[src/rtl/cntr_mod_n.sv]
// Modulo-N up/down counter with enable, parallel load, wrap/saturate mode.
// Combinational tc allows ripple cascading: lower tc feeds upper ce.
module cntr_mod_n #(
  parameter int WIDTH    = 4,
  parameter int MODULUS  = 10,
  parameter int SATURATE = 0,
  parameter int RST_VAL  = 0
) (
  input  logic             clk,
  input  logic             rst,
  input  logic             ce,
  input  logic             load,
  input  logic [WIDTH-1:0] din,
  input  logic             dir,
  output logic [WIDTH-1:0] out,
  output logic             tc,
  output logic             wrap
);

  localparam logic [WIDTH:0]   MAX_X = (WIDTH+1)'(MODULUS - 1);
  localparam logic [WIDTH-1:0] MAX_W = WIDTH'(MODULUS - 1);
  localparam logic [WIDTH-1:0] RST_W = WIDTH'(RST_VAL);
  localparam logic             DO_WRAP = (SATURATE == 0);

  logic [WIDTH-1:0] cnt_q, cnt_d;
  logic             wrap_q, wrap_d;
  logic             at_max, at_zero;
  logic             up_step, dn_step;
  logic             din_big;

  // Compare one bit wider so MODULUS == 2**WIDTH cannot alias.
  assign at_max  = ({1'b0, cnt_q} == MAX_X);
  assign at_zero = (cnt_q == '0);
  assign din_big = ({1'b0, din} > MAX_X);

  assign up_step = ce & dir;
  assign dn_step = ce & ~dir;

  always_comb begin
    cnt_d  = cnt_q;
    wrap_d = 1'b0;
    priority case (1'b1)
      load: begin
        cnt_d = din_big ? MAX_W : din;
      end
      up_step & ~at_max: begin
        cnt_d = cnt_q + 1'b1;
      end
      up_step & at_max: begin
        cnt_d  = DO_WRAP ? '0 : cnt_q;
        wrap_d = DO_WRAP;
      end
      dn_step & ~at_zero: begin
        cnt_d = cnt_q - 1'b1;
      end
      dn_step & at_zero: begin
        cnt_d  = DO_WRAP ? MAX_W : cnt_q;
        wrap_d = DO_WRAP;
      end
      default: begin
        cnt_d  = cnt_q;
        wrap_d = 1'b0;
      end
    endcase
  end

  always_ff @(posedge clk) begin
    if (rst) begin
      cnt_q  <= RST_W;
      wrap_q <= 1'b0;
    end else begin
      cnt_q  <= cnt_d;
      wrap_q <= wrap_d;
    end
  end

  assign out  = cnt_q;
  assign wrap = wrap_q;
  assign tc   = ce & ((dir & at_max) | (~dir & at_zero));

endmodule

[config.mk]
export PLATFORM = sky130hd
export DESIGN_NAME = cntr_mod_n
export DESIGN_NICKNAME = d
export VERILOG_FILES = /design/src/rtl/cntr_mod_n.sv
export SDC_FILE = /design/constraint.sdc
export NUM_CORES = 1
export LEC_CHECK = 0
export CAP_MARGIN = 40
export CORE_AREA = 2 2 39 41
export DETAILED_ROUTE_END_ITERATION = 16
export DIE_AREA = 0 0 41 43
export GPL_ROUTABILITY_DRIVEN = 0
export PLACE_DENSITY = 0.6
export RECOVER_POWER = 50
export SYNTH_ARGS = -nofsm -noshare
export SYNTH_HDL_FRONTEND = slang
export SYNTH_SLANG_ARGS = --single-unit
[constraint.sdc]
create_clock -name clk -period 4.65 [get_ports clk]
set_input_delay 0.6975 -clock clk [delete_from_list [all_inputs] [get_ports clk]]
set_output_delay 0.6975 -clock clk [all_outputs]
set_load 0.03 [all_outputs]
==> key figures, run 1 <==
Status
  – Outcome: finished clean

Drt
  – Number of DRC violations after detailed-routing iteration 0: 11
  – WL final: 1030 um
  – Vias/cell: 5.73
  – Avg WL per Cell: 12.0 um
  – First-pass iteration count of the detailed router: 4
  – DRC: 0
  – Vias: 493
  – Post-route ant nets: 0

Worst setup path
  – Worst EP arrival: between 2000 and 3000 ps
  – Slowest stage delay, CP: 670 ps
  – Kind of critical path: in2out
  – CP Capture Type: primary output
  – Crit-path slowest cell: clkdlybuf4s50_1
  – CP max FO: 10
  – Worst setup SP type: input port
  – Crit path max-delay family: buffers and inverters
  – Cell Chain, Critical Path: dlygate4sd3_1 > nand2b_1 > o21ai_0 > and3b_1 > clkdlybuf4s50_1
  – Worst EP required: just under 4000 ps
  – Buf/Inv on CP: 2

STA
  – RSZ-0062 raised after global routing: false
  – Final min period: 3240 ps
  – Fin crit share: 69.7%
  – Final Max Tran Viols: 0
  – Hold Worst Slack: roughly 610 ps
  – Setup tns final: 0 ps
  – Hold Fails Final Rpt: 0
  – Fmax: 308 MHz
  – Fin worst setup slack: 1410 ps
  – Worst clock skew: 4.46 ps
  – Setup violators final: 0
  – Tightest Pin Transition: 353 ps
  – Max_slew headroom: approximately three quarters

Synthesis
  – Synth Flop Type: dfxtp_1
  – Largest area contributor in the netlist: dfxtp_1
  – FF+latch count, synth: 5
  – Syn_nets: between 60 and 70
  – Avg Inst Size Synth: approximately 7.7 um2
  – Top cell type's share of synthesized area: 23.1%
  – Syn Inst Count: between 50 and 60
  – Synth async-reset ratio: 0%
  – Netlist cell types: 26
  – EDFF count, synth: 0
  – Ys Warns: 0
  – Synth area leaders: dfxtp_1, ha_1, a211oi_1
  – Commonest cells post-synth: dfxtp_1, nand2_1, a211oi_1, nor2_1
  – Post-synthesis sequential area ratio: between 20% and 30%
  – Cell Area, Synth: 433 um2

Floorplan
  – Chip width: 41 um
  – Rows: 14
  – Initial Utilization: a little under a third
  – Core Region: 1380 um2
  – IO Pins: 15
  – Die Area: 1760 um2
  – DIE HEIGHT: 43 um

Global route
  – GRT Overall Usage: 14.3%
  – First-pass GRT wire length: 1620 um
  – Initial antenna violation count: 0
  – Vias in the first global route: roughly 380
  – GRT Residual Overflow: 0
  – Pin count of the biggest net entering global routing: 11

Cells and area
  – Antenna Cells: 0
  – Fill count: ~140
  – # nets final: 83
  – Register area: 100 um2
  – Final core occ: a little over two fifths
  – Layout area overhead: 36.4%
  – Layout cells sized above 1: 5.71%
  – Area used by multi-input combinational logic: 293 um2

Clocking
  – Clock transition at the registers of the reported paths: 40 ps
  – CTS tree: yes
  – Post-CTS Setup Bufs: 0
  – Post-CTS Hold Fix Bufs: 0
  – CTS sink cnt: 5
  – Clk buf depth: 2
  – CTS resizes: 0
  – H-tree depth: 1
  – Clk Latency, worst-skew pair: 250 ps
  – CTS buffer count: 3
  – Root Buffer: clkbuf_4

Power
  – Combinational share of power: 30.2%
  – Max IR drop VDD: between 0.1 and 0.15 mV
  – Power Internal: roughly 0.0001 W
  – Seq pwr share: 34.7%
  – Clk pwr share: around a third
  – Net Sw Power: between 0.00004 and 0.00005 W
  – Switching share of power: 32.3%
  – Lkg Pwr: between 0.2 and 0.25 nW
  – Power density over the cells: between 200 and 250 nW/um2

Placement
  – PortBufs: 14
  – DP Worst Slack: 1480 ps
  – DP Wirelength: 799 um

Worst hold path
  – HP Class: reg2reg

Job
  – Number of max-cap violations: 0
-- state kept, by name, summed over array words and instances (netlist names) --
signal / flops
wrap: 1
out: 4
-- worst min-delay path: stages (launching register included) --
cell,delay (ps)
dfxtp_1,380
o221ai_1,100
a211oi_1,70
-- power groups by stage --
stage / registers (W) / clock network, W / logic, W
after floorplan: 0.0000553 / 0 / 0.0000243
after global routing: 0.0000514 / 0.0000567 / 0.0000490
after detailed placement: 0.0000517 / 0 / 0.0000450
final: 0.0000510 / 0.0000517 / 0.0000444
after global placement: 0.0000517 / 0 / 0.0000452
after CTS: 0.0000509 / 0.0000532 / 0.0000452
-- layer usage --
metal,track usage (%),up-vias,routed length (um),share of wire [%]
li1,-,241,-,-
met1,17.3,232,436,42
met2,19.4,18,504,49
met3,6.28,2,65,6.3
met4,10.0,0,22,2.1
met5,0,-,0,0
-- cell families (layout without fill, tap and decap cells) --
kind of cell               after synthesis  after routing  synth area share (%)
AOI/OAI and AO/OA                       17             17                  27.7
and+or+nand+nor                         24             24                  31.2
adders and majority gates                3              3                  8.67
DFF                                      5              5                  23.1
buffers and inverters                    7             21                  9.25
-- layout make-up --
cell class | instances | area share, %
repair buffers | 14 | 23.7
inverters | 3 | 1.91
well taps | 16 | 3.39
multi-input cells | 44 | 49.6
flip-flops and latches | 5 | 16.9
clock buffers | 4 | 4.45
-- metrics by stage --
step | std cells | total power [W] | cell area, um2
5_1_grt | 86 | 0.000157 | 591
3_5_place_dp | 82 | 0.0000967 | 564
3_3_place_gp | 82 | 0.0000969 | 564
6_report | 86 | 0.000147 | 591
4_1_cts | 86 | 0.000149 | 591
2_1_floorplan | 56 | 0.0000796 | 433
-- worst paths after layout --
path,from,to,slack [ps],depth (start not counted)
setup reg to reg,out[1]$_SDFFE_PP0P_,out[2]$_SDFFE_PP0P_,2990,6
hold / removal,out[3]$_SDFFE_PP0P_,out[3]$_SDFFE_PP0P_,610,2
setup / recovery,dir,tc,1410,5
hold reg to reg,out[3]$_SDFFE_PP0P_,out[3]$_SDFFE_PP0P_,610,2
-- cells in the final DEF (no fill, tap or decap) --
cell | netlist | final
clkdlybuf4s50_1 | 0 | 11
nand2_1 | 5 | 5
dfxtp_1 | 5 | 5
nor2_1 | 4 | 4
a211oi_1 | 4 | 4
inv_1 | 3 | 3
nand2b_1 | 3 | 3
and3b_1 | 3 | 3
a21oi_1 | 3 | 3
ha_1 | 3 | 3
clkbuf_4 | 0 | 3
dlygate4sd3_1 | 0 | 3
nand3_1 | 2 | 2
o21ai_0 | 2 | 2
a31oi_1 | 2 | 2
nor3_1 | 2 | 2
a2111oi_0 | 2 | 2
o31ai_1 | 1 | 1
a311oi_1 | 1 | 1
or4_1 | 1 | 1
nand3b_1 | 1 | 1
o21ba_2 | 1 | 1
o221ai_1 | 1 | 1
or3_1 | 1 | 1
and3_1 | 1 | 1
nor4b_1 | 1 | 1
clkbuf_1 | 0 | 1
Power figures use the tool's default switching activity.
==> run 2: changes to the inputs <==
- clock period: 4.65 -> 3.3 ns (I/O delays scaled with it)
==> results of run 2 <==
The final DEF is identical to that of run 1. Status: finished clean.
Main changes from that run: setup slack after placement 1480 ps -> 532 ps; setup slack after layout 1410 ps -> 462 ps; register-to-register setup slack 2990 ps -> 1640 ps; total power 0.000147 W -> 0.000207 W; worst IR drop on VDD 0.142 mV -> 0.199 mV
==> run 3: changes to the inputs <==
- SETUP_SLACK_MARGIN: not set -> 0.1
==> results of run 3 <==
The final DEF is identical to that of run 1. Status: finished clean.
Main changes from that run: setup slack after placement 1480 ps -> 532 ps; setup slack after layout 1410 ps -> 462 ps; register-to-register setup slack 2990 ps -> 1640 ps; total power 0.000147 W -> 0.000207 W; worst IR drop on VDD 0.142 mV -> 0.199 mV
